$ cat config.mk
export PLATFORM = sky130hd
export DESIGN_NAME = grom_io_input
export DESIGN_NICKNAME = d
export VERILOG_FILES = /design/src/rtl/grom_io_input.sv
export SDC_FILE = /design/constraint.sdc
export NUM_CORES = 1
export LEC_CHECK = 0
export BUFFER_PORTS_ARGS = -buffer_cell sky130_fd_sc_hd__buf_2
export CAP_MARGIN = 0
export CORE_ASPECT_RATIO = 1.4
export CORE_MARGIN = 5
export CORE_UTILIZATION = 45
export CTS_CLUSTER_DIAMETER = 40
export DETAILED_ROUTE_END_ITERATION = 7
export PLACE_DENSITY = 0.66
export SYNTH_ARGS = -nofsm -noshare
export SYNTH_HDL_FRONTEND = slang
export SYNTH_SLANG_ARGS = --single-unit
export TNS_END_PERCENT = 1
$ cat constraint.sdc
create_clock -name clk -period 2.2 [get_ports clk]
set_input_delay 0.22 -clock clk [delete_from_list [all_inputs] [get_ports clk]]
set_output_delay 0.22 -clock clk [all_outputs]
set_load 0.05 [all_outputs]
$ cat src/rtl/grom_io_input.sv
// grom8 I/O input peripheral: producer bytes enter a small FIFO and the CPU pops them on the data port or polls the status port.
// Optional sticky overrun flag in status bit 2 when GROM_IO_OVERRUN_EN is defined.
module grom_io_input #(
    parameter int          DEPTH     = 4,
    parameter logic [7:0]  PORT_BASE = 8'h10
) (
    input  logic        clk,
    input  logic        reset,
    input  logic [11:0] addr,
    input  logic        ioreq,
    input  logic        we,
    output logic [7:0]  io_data_out,
    input  logic [7:0]  in_data,
    input  logic        in_valid,
    output logic        in_ready
);

    localparam int PW = $clog2(DEPTH);
    localparam int CW = PW + 1;
    localparam logic [PW-1:0] PTR_ONE  = PW'(1);
    localparam logic [CW-1:0] CNT_ONE  = CW'(1);
    localparam logic [CW-1:0] CNT_ZERO = CW'(0);
    localparam logic [CW-1:0] CNT_FULL = CW'(DEPTH);

    logic [7:0]    mem_q [DEPTH];
    logic [PW-1:0] rd_ptr_q, rd_ptr_d;
    logic [PW-1:0] wr_ptr_q, wr_ptr_d;
    logic [CW-1:0] count_q, count_d;
    logic [7:0]    dout_q, dout_d;
    logic          sel_q;

    logic          sel_s;
    logic          rd_s;
    logic          data_rd_s;
    logic          stat_rd_s;
    logic          empty_s;
    logic          full_s;
    logic          push_s;
    logic          pop_s;
    logic          ovr_s;
    logic [3:0]    count4_s;
    logic [7:0]    status_s;

    assign sel_s     = ioreq & ~we & (addr[7:1] == PORT_BASE[7:1]);
    assign rd_s      = sel_s & ~sel_q;
    assign data_rd_s = rd_s & ~addr[0];
    assign stat_rd_s = rd_s & addr[0];

    assign empty_s   = (count_q == CNT_ZERO);
    assign full_s    = (count_q == CNT_FULL);
    assign in_ready  = ~full_s;
    assign push_s    = in_valid & ~full_s;
    // An empty FIFO pop returns zero and must not disturb a coincident push.
    assign pop_s     = data_rd_s & ~empty_s;

    assign count4_s  = 4'(count_q);
    assign status_s  = {count4_s, 1'b0, ovr_s, full_s, ~empty_s};
    assign io_data_out = dout_q;

`ifdef GROM_IO_OVERRUN_EN
    logic ovr_q, ovr_d;

    // Sticky overrun: set on a dropped byte, cleared by a status read; set wins.
    always_comb begin
        ovr_d = ovr_q;
        if (in_valid & full_s) begin
            ovr_d = 1'b1;
        end else if (stat_rd_s) begin
            ovr_d = 1'b0;
        end else begin
            ovr_d = ovr_q;
        end
    end

    // Overrun flag register.
    always_ff @(posedge clk or negedge reset) begin
        if (!reset) begin
            ovr_q <= 1'b0;
        end else begin
            ovr_q <= ovr_d;
        end
    end

    assign ovr_s = ovr_q;
`else
    assign ovr_s = 1'b0;
`endif

    // Pointer, occupancy and read-data next state.
    always_comb begin
        rd_ptr_d = rd_ptr_q;
        wr_ptr_d = wr_ptr_q;
        count_d  = count_q;
        dout_d   = dout_q;

        if (push_s) begin
            wr_ptr_d = wr_ptr_q + PTR_ONE;
        end else begin
            wr_ptr_d = wr_ptr_q;
        end

        if (pop_s) begin
            rd_ptr_d = rd_ptr_q + PTR_ONE;
        end else begin
            rd_ptr_d = rd_ptr_q;
        end

        case ({push_s, pop_s})
            2'b10:   count_d = count_q + CNT_ONE;
            2'b01:   count_d = count_q - CNT_ONE;
            default: count_d = count_q;
        endcase

        if (data_rd_s) begin
            if (!empty_s) begin
                dout_d = mem_q[rd_ptr_q];
            end else begin
                dout_d = 8'h00;
            end
        end else if (stat_rd_s) begin
            dout_d = status_s;
        end else begin
            dout_d = dout_q;
        end
    end

    // Control state; reset forgets any sel run in progress.
    always_ff @(posedge clk or negedge reset) begin
        if (!reset) begin
            rd_ptr_q <= '0;
            wr_ptr_q <= '0;
            count_q  <= '0;
            dout_q   <= 8'h00;
            sel_q    <= 1'b0;
        end else begin
            rd_ptr_q <= rd_ptr_d;
            wr_ptr_q <= wr_ptr_d;
            count_q  <= count_d;
            dout_q   <= dout_d;
            sel_q    <= sel_s;
        end
    end

    // FIFO storage; contents are don't-care after reset.
    always_ff @(posedge clk) begin
        if (push_s) begin
            mem_q[wr_ptr_q] <= in_data;
        end
    end

endmodule

==> impl_metrics.toml, run 1 <==
[synth]
synth.top_cell.area_share_pct = 48.1
yosys-top-cells-count = "edfxtp_1, dfrtp_1, nand2_1"
yosys.area.top_type = "edfxtp_1"
syn_area_per_cell_um2 = 16.5
synth_cells = 121
netlist_top_cells_area = "edfxtp_1, dfrtp_1, mux4_2"
synth_ff_type = "edfxtp_1"
async_flop_share_pct = 33.3
yosysWarnings = 0
ys_ff_latch = 48
yosysSeqAreaShare_pct = 68.1
ys_types = 27
synth_area_mm2 = 0.00200
synth_edf_count = 32
yosysMostFrequentCell = "edfxtp_1"
synth_nets = 152

[global_route]
grt_pass1_vias = 1218
grt_max_degree = 17
antenna_found_initial = 0
overflow = 0
grtUsageTotal_pct = 13.7
grt_pass1_wl_um = 5830

[floorplanning]
die_x_um = 66.3
rows = 28
die-area_mm2 = 0.00589
num_io_pins = 34
start_util_pct = 46.8
core_area_mm2 = 0.00427
die_y_um = 88.8

[route]
dr_wl_met3_um = 187
drt.antenna.violating_nets = 0
vias_per_cell = 5.12
drt-met1-wl_um = 1290
wirelength_um = 3500
drcViolationCount = 0
wl_per_cell_um = 16.1
num_vias = 1116
firstDrtPassIters = 4
first_iter_violations = 32
wl_met2_um = 1960
highest_layer = "met4"

[worst_setup_path]
cpMostUsedCell = "xor2_1"
path_cells = "nor4b_2 -> and4b_2 -> ha_2 -> inv_1 -> fa_1 -> xor2_1 -> nor2_1 -> xor2_1"
startpoint_type = "flop"
cp-end-kind = "flop"
cp.required_ns = 2.42
crit_family = "simple AND/OR/NAND/NOR gates"
worst-setup-path-type = "reg -> reg"
crit_path_top_delay_cell = "dfrtp_1"
cpPeakStageDelay_ns = 0.41
cp.arrival_ns = 2.32
critPathBufInv = 1
crit_fanout = 3

[clock_network]
cts_tree = "yes"
clock_latency_ns = 0.29
clock_path_buffers = 2
cts-buffers-inserted = 5
clock-sinks = 48
path_clk_slew_ns = 0.08
htreeDepth = 2
cts_root_buf = "clkbuf_8"

[finish]
fin_nets = 188
layout.cells.non_filler = 218
fillers = 364
drive_gt1_share_pct = 34.2
area_growth_pct = 17.0
diodes = 0

[power_and_ir_drop]
p_per_area_mw_per_mm2 = 991
leakage_nw = 0.933
max-vdd-ir-drop_uv = 474

[sta]
max_slew.worst_pin.slew_ns = 0.605
setup_tns_ns = 0
fin_skew_ns = 0.00660
fmax_ghz = 0.475
finalCritPeriodShare_pct = 95.7
setup_violations = 0
period_minus_slack_ns = 2.10
final_hold_viol_count = 0
relSlewSlack_pct = 59.7
maxSlewViolCount = 0
fin_hold_ws_ns = 0.134
fin_ws_ns = 0.0955

[placed_design]
gp_congestion = 0.766
port_buffers = 29
pre_cts_ws_ns = 0.00976
placed_cells = 208
place_hpwl_um = 2600

[run_status]
outcome = "completed"

[worst_hold_path]
min_path_type = "in -> reg"

[job]
maxCapViolCount = 0
-- registers in the layout (all words and copies together) (netlist names) --
register	cells
wr_ptr_q	2
rd_ptr_q	2
sel_q	1
io_data_out	8
mem_q	32
count_q	3
-- layout make-up --
class	instances	area [µm²]	area share, %
timing repair buffer	32	170	7.28
inverter	5	18.8	0.803
sequential	48	1360	58.3
clock inverter	3	37.5	1.61
tap	60	75.1	3.21
clock buffer	5	68.8	2.94
multi-input combinational	65	606	25.9
-- what timing repair did --
item | in CTS | in global routing
hold buffers | 1 | 0
buffers inserted | 0 | 1
setup endpoints to repair | 0 | 1
hold endpoints to repair | 16 | 0
gates resized for setup | 0 | 5
-- worst paths after layout --
kind                                             from                          to  slack [ns]  depth (start not counted)
min                                        in_data[2]       mem_q[2][2]$_DFFE_PP_        0.13                          1
max                                   sel_q$_DFF_PN0_      count_q[2]$_DFFE_PN0P_         0.1                          8
min reg2reg                io_data_out[0]$_DFFE_PN0P_  io_data_out[0]$_DFFE_PN0P_        0.48                          2
min in group asynchronous                       reset             sel_q$_DFF_PN0_        0.36                          2
max in group asynchronous                       reset      count_q[0]$_DFFE_PN0P_        1.56                          2
max reg2reg                           sel_q$_DFF_PN0_      count_q[2]$_DFFE_PN0P_         0.1                          8
-- metal layers --
| metal | vias up | track usage, % |
|---|---|---|
| met5 | - | 0 |
| met4 | 0 | 6.28 |
| met3 | 7 | 3.68 |
| met2 | 31 | 24.8 |
| met1 | 551 | 14.7 |
| li1 | 527 | - |
-- layout by cell type, fill, tap and decap left out, drive strengths merged --
cell	instances
o31ai	1
a22o	3
mux2i	1
a31oi	4
nand2b	1
clkbuf	5
mux4	8
dlygate4sd3	1
inv	5
dfrtp	16
xor2	3
nor4b	2
edfxtp	32
nand2	12
and3	4
nor2	8
fa	1
mux2	1
nor3	3
clkinv	2
nand3	1
xnor2	3
nand4b	1
ha	5
bufinv	1
buf	31
and4b	2
nor2b	1
-- power breakdown --
part	switching (mW)	internal, mW
combinational	0.281	0.177
clock	0.269	0.331
sequential	0.101	1.16
total	0.651	1.67
-- kinds of logic after synthesis --
kind of cell               count (synthesis)  synth area share (%)
AOI/OAI and AO/OA                          8                  2.94
xor gates and xnor gates                   6                  2.63
adders and majority gates                  6                  4.13
buffers and inverters                      8                  2.32
DFF                                       48                  68.1
muxes                                     10                  10.1
and+or+nand+nor                           35                  9.77
-- stage by stage --
| step | total power [mW] | area (µm²) | util [%] |
|---|---|---|---|
| after detailed placement | 1.74 | 2200 | 51.5 |
| after global placement | 1.70 | 2200 | 51.5 |
| after floorplan | 1.58 | 2000 | - |
| final | 2.32 | 2340 | 54.7 |
| after global routing | 2.46 | 2340 | 54.7 |
| after CTS | 2.34 | 2320 | 54.2 |
No activity file was read; power rests on OpenSTA's default activity.
==> inputs of run 2 (changes only) <==
--- a/config.mk
+++ b/config.mk
@@ -8,7 +8,6 @@
 export BUFFER_PORTS_ARGS = -buffer_cell sky130_fd_sc_hd__buf_2
 export CAP_MARGIN = 0
 export CORE_ASPECT_RATIO = 1.4
-export CORE_MARGIN = 5
 export CORE_UTILIZATION = 45
 export CTS_CLUSTER_DIAMETER = 40
 export DETAILED_ROUTE_END_ITERATION = 7
==> impl_metrics.toml, run 2 (synthesis gave the netlist of run 1 again) <==
[floorplanning]
die-area_mm2 = 0.00471
core_area_mm2 = 0.00424
rows = 28
die_x_um = 58.3
num_io_pins = 34
start_util_pct = 47.1
die_y_um = 80.8

[clock_network]
cts_tree = "yes"
post-cts-setup-buffers = 0
clock_latency_ns = 0.29
clock_path_buffers = 2
htreeDepth = 2
cts-buffers-inserted = 5
path_clk_slew_ns = 0.08
cts_root_buf = "clkbuf_8"
clock-sinks = 48

[route]
firstDrtPassIters = 4
num_vias = 1096
vias_per_cell = 5.00
wirelength_um = 3270
drcViolationCount = 0
wl_per_cell_um = 14.9
first_iter_violations = 35
drt.antenna.violating_nets = 0

[finish]
largest-register = "mem_q"
layout_commonest_cell = "edfxtp_1"
layout.cells.non_filler = 219
drive_gt1_share_pct = 32.1
largest_reg_flops = 32
fillers = 339
design_area_mm2 = 0.00233
layout_common_cells = "edfxtp_1, buf_2, dfrtp_1"
fin_nets = 189
area_growth_pct = 16.8
fin_util_pct = 55.0
diodes = 0

[global_route]
grt_max_degree = 17
antenna_found_initial = 0
grt_pass1_wl_um = 5370
overflow = 0
grt_pass1_vias = 1128
grtUsageTotal_pct = 16.1

[placed_design]
port_buffers = 29
place_hpwl_um = 2420
post_dp_cell_area_mm2 = 0.00222
pre_cts_ws_ns = 0.116
placed_cells = 210
gp_congestion = 0.696

[power_and_ir_drop]
pwr-share-seq_pct = 54.2
power_mw = 2.31
combPwrFrac_pct = 19.8
switching_share_pct = 28.0
max-vdd-ir-drop_uv = 561
p_switching_mw = 0.648
internal_power_mw = 1.67
leakage_nw = 0.940
p_per_area_mw_per_mm2 = 991
pwr-share-clk_pct = 26.0

[sta]
finalCritPeriodShare_pct = 93.8
maxSlewViolCount = 0
final_hold_viol_count = 0
setup_violations = 0
setup_tns_ns = 0
fin_ws_ns = 0.137
period_minus_slack_ns = 2.06
fmax_ghz = 0.485
fin_skew_ns = 0.00309
relSlewSlack_pct = 64.5
fin_hold_ws_ns = 0.133
rsz0062_at_grt = "no"
max_slew.worst_pin.slew_ns = 0.533

[run_status]
outcome = "completed"

[worst_setup_path]
path_cells = "nor4b_1 -> and4b_2 -> ha_1 -> inv_1 -> fa_1 -> xor2_1 -> nor2_1 -> xor2_1"
crit_path_top_delay_cell = "dfrtp_1"
cpMostUsedCell = "xor2_1"
cpPeakStageDelay_ns = 0.41
crit_fanout = 4
cp.required_ns = 2.42
startpoint_type = "flop"
rrSetupSlack_ns = 0.14
worst-setup-path-type = "reg -> reg"
cp.arrival_ns = 2.29
cp-end-kind = "flop"

[worst_hold_path]
min_path_type = "in -> reg"

[job]
maxCapViolCount = 0
[run 2: cell types whose count changed in the layout (fill, tap and decap cells not counted)]
cell,previous run,this run
buf_4,2,3
dfrtp_1,15,16
dfrtp_2,1,0
ha_1,4,5
ha_2,1,0
nor2_1,7,8
nor2_2,1,0
nor4b_1,0,1
nor4b_2,1,0
[run 2: critical path, delay by kind of cell, from the launching register on]
family | cells | cell delay, ns
buffers and inverters | 1 | 0.06
XOR/XNOR | 2 | 0.30
AND/OR/NAND/NOR | 3 | 0.67
adder cells (fa/ha/maj) | 2 | 0.55
flip-flops | 1 | 0.41
[run 2: per-layer routing]
layer,share of wire (%),vias to the layer above,global-route usage (%),wire length (µm)
met1,41,532,19.0,1340
met3,4.6,5,4.46,152
met5,0,-,0,0
li1,-,528,-,-
met4,1.9,0,7.14,63
met2,52,31,27.4,1720
[run 2: what timing repair did]
item,in CTS,in global routing
endpoints found under the hold margin,16,0
setup endpoints to repair,0,1
gates resized for setup,0,1
hold buffers,1,0
[run 2: layout make-up]
| class | count | area (µm²) | area share, % |
|---|---|---|---|
| Timing Repair Buffer | 33 | 178 | 7.61 |
| Clock buffer | 5 | 68.8 | 2.95 |
| Sequential cell | 48 | 1360 | 58.3 |
| Inverter | 5 | 18.8 | 0.804 |
| Clock inverter | 3 | 37.5 | 1.61 |
| Multi-Input combinational cell | 65 | 594 | 25.5 |
| Tap cell | 60 | 75.1 | 3.22 |
[run 2: final timing paths]
path / endpoint / from / cells past startpoint
setup / recovery: count_q[2]$_DFFE_PN0P_ / sel_q$_DFF_PN0_ / 8
setup reg to reg: count_q[2]$_DFFE_PN0P_ / sel_q$_DFF_PN0_ / 8
hold / removal: mem_q[2][1]$_DFFE_PP_ / in_data[1] / 1
max in group asynchronous: wr_ptr_q[1]$_DFFE_PN0P_ / reset / 2
hold reg to reg: io_data_out[0]$_DFFE_PN0P_ / io_data_out[0]$_DFFE_PN0P_ / 2
min in group asynchronous: io_data_out[3]$_DFFE_PN0P_ / reset / 2
[run 2: power by group through the flow]
stage                     Sequential (mW)  Clock, mW  Combinational (mW)
after global placement               1.26          0               0.440
after CTS                            1.26      0.621               0.475
after global routing                 1.28      0.655               0.515
after floorplan                      1.27          0               0.305
after detailed placement             1.28          0               0.469
final                                1.25      0.601               0.459
==> inputs of run 3 (changes only) <==
--- a/config.mk
+++ b/config.mk
@@ -11,7 +11,8 @@
 export CORE_UTILIZATION = 45
 export CTS_CLUSTER_DIAMETER = 40
 export DETAILED_ROUTE_END_ITERATION = 7
-export PLACE_DENSITY = 0.66
+export PLACE_DENSITY = 0.72
+export RECOVER_POWER = 100
 export SYNTH_ARGS = -nofsm -noshare
 export SYNTH_HDL_FRONTEND = slang
 export SYNTH_SLANG_ARGS = --single-unit
==> constraint.sdc (replaced) <==
create_clock -name clk -period 2.2 [get_ports clk]
set_input_delay 0.55 -clock clk [delete_from_list [all_inputs] [get_ports clk]]
set_output_delay 0.55 -clock clk [all_outputs]
set_load 0.05 [all_outputs]
==> impl_metrics.toml, run 3 (synthesis gave the netlist of run 1 again) <==
[clock_network]
cts_tree = "yes"
htreeDepth = 2
clock_latency_ns = 0.30
clock_path_buffers = 2
cts-resized-gates = 0
path_clk_slew_ns = 0.09
cts-buffers-inserted = 5
post-cts-setup-buffers = 0
cts_root_buf = "clkbuf_8"
cts_hold_buf = 0
clock-sinks = 48

[power_and_ir_drop]
internal_power_mw = 1.66
leakage_nw = 0.887
combPwrFrac_pct = 20.0
switching_share_pct = 28.4
p_switching_mw = 0.659
pwr-share-seq_pct = 53.7
pwr-share-clk_pct = 26.3
p_per_area_mw_per_mm2 = 1000
max-vdd-ir-drop_uv = 575

[global_route]
grtUsageTotal_pct = 15.2
overflow = 0
grt_max_degree = 17
grt_pass1_wl_um = 5130
grt_use_met2_pct = 26.3
grt_use_met1_pct = 17.6
grtUsageMet3_pct = 3.98
antenna_found_initial = 0
grt-busiest-layer = "met2"
grt_pass1_vias = 1105

[sta]
rsz0062_at_grt = "no"
setup_violations = 0
finalCritPeriodShare_pct = 92.5
relSlewSlack_pct = 44.5
fin_skew_ns = 0.00631
final_hold_viol_count = 0
max_slew.worst_pin.slew_ns = 0.832
fin_ws_ns = 0.165
fmax_ghz = 0.491
period_minus_slack_ns = 2.04
maxSlewViolCount = 0

[route]
firstDrtPassIters = 4
first_iter_violations = 55
wl_per_cell_um = 15.0
num_vias = 1133
drt.antenna.violating_nets = 0
vias_per_cell = 5.13
drcViolationCount = 0
wirelength_um = 3330

[floorplanning]
die-area_mm2 = 0.00471
core_area_mm2 = 0.00424
die_y_um = 80.8
rows = 28
num_io_pins = 34
start_util_pct = 47.1
die_x_um = 58.3

[placed_design]
gp_congestion = 0.771
port_buffers = 29
place_hpwl_um = 2450
pre_cts_ws_ns = -0.0884

[finish]
largest_reg_flops = 32
layout_commonest_cell = "edfxtp_1"
fin_util_pct = 54.7
largest-register = "mem_q"
area_growth_pct = 16.1
fillers = 354
drive_gt1_share_pct = 21.7
diodes = 0
layout_common_cells = "edfxtp_1, clkbuf_1, dfrtp_1"
fin_nets = 191

[worst_hold_path]
min_path_type = "in -> async"

[worst_setup_path]
startpoint = "count_q[0]$_DFFE_PN0P_"
cp.arrival_ns = 2.27
cp-end-kind = "flop"
cp.required_ns = 2.43
crit_fanout = 6
startpoint_type = "flop"
worst-setup-path-type = "reg -> reg"
timing.rr.start = "count_q[0]$_DFFE_PN0P_"

[job]
maxCapViolCount = 0

[run_status]
outcome = "completed"
[run 3: cell type report]
class	count	area (µm²)	area share, %
Clock inverter	3	37.5	1.62
Multi-Input combinational cell	65	593	25.6
Inverter	5	18.8	0.809
Clock buffer	5	68.8	2.97
Timing Repair Buffer	35	165	7.12
Tap cell	60	75.1	3.24
Sequential cell	48	1360	58.7
[run 3: per-layer routing]
metal  vias to the layer above  share of wire (%)
met2                        40                 52
met1                       553                 40
li1                        531                  -
met3                         9                5.4
met5                         -                  0
met4                         0                2.3
[run 3: final timing paths]
| check | slack (ns) | cells past startpoint | to |
|---|---|---|---|
| max in group asynchronous | 1.37 | 1 | count_q[1]$_DFFE_PN0P_ |
| hold / removal | 0.32 | 1 | count_q[0]$_DFFE_PN0P_ |
| setup reg to reg | 0.16 | 9 | count_q[2]$_DFFE_PN0P_ |
| setup / recovery | 0.16 | 9 | count_q[2]$_DFFE_PN0P_ |
| hold reg to reg | 0.49 | 2 | io_data_out[0]$_DFFE_PN0P_ |
| min in group clk | 0.49 | 2 | io_data_out[0]$_DFFE_PN0P_ |
[run 3: power groups by stage]
stage	clock network (mW)	logic (mW)	registers, mW
floorplan	0	0.314	1.27
global placement	0	0.445	1.26
detailed placement	0	0.487	1.27
CTS	0.617	0.490	1.25
global route	0.644	0.509	1.27
finish	0.610	0.466	1.25
[run 3: stage by stage]
stage / instances / TNS, ns / power [mW] / hold slack, ns / cell area, µm²
6_report: 221 / 0 / 2.32 / 0.320 / 2320
5_1_grt: 221 / 0 / 2.42 / 0.413 / 2320
4_1_cts: 221 / 0 / 2.36 / 0.162 / 2360
3_5_place_dp: 213 / -0.0884 / 1.76 / 0.467 / 2250
3_3_place_gp: 213 / -0.0564 / 1.70 / 0.460 / 2250
2_1_floorplan: 121 / 0 / 1.59 / 0.254 / 2020
[run 3: worst max-delay path, cell delays in order, from the launching register on]
cell and delay (ns):
dfrtp_1 0.44, nor2_1 0.16, nand2_1 0.15, nand2_1 0.19
ha_1 0.20, inv_1 0.07, fa_2 0.34, xor2_1 0.14
nor2_1 0.12, xor2_1 0.15
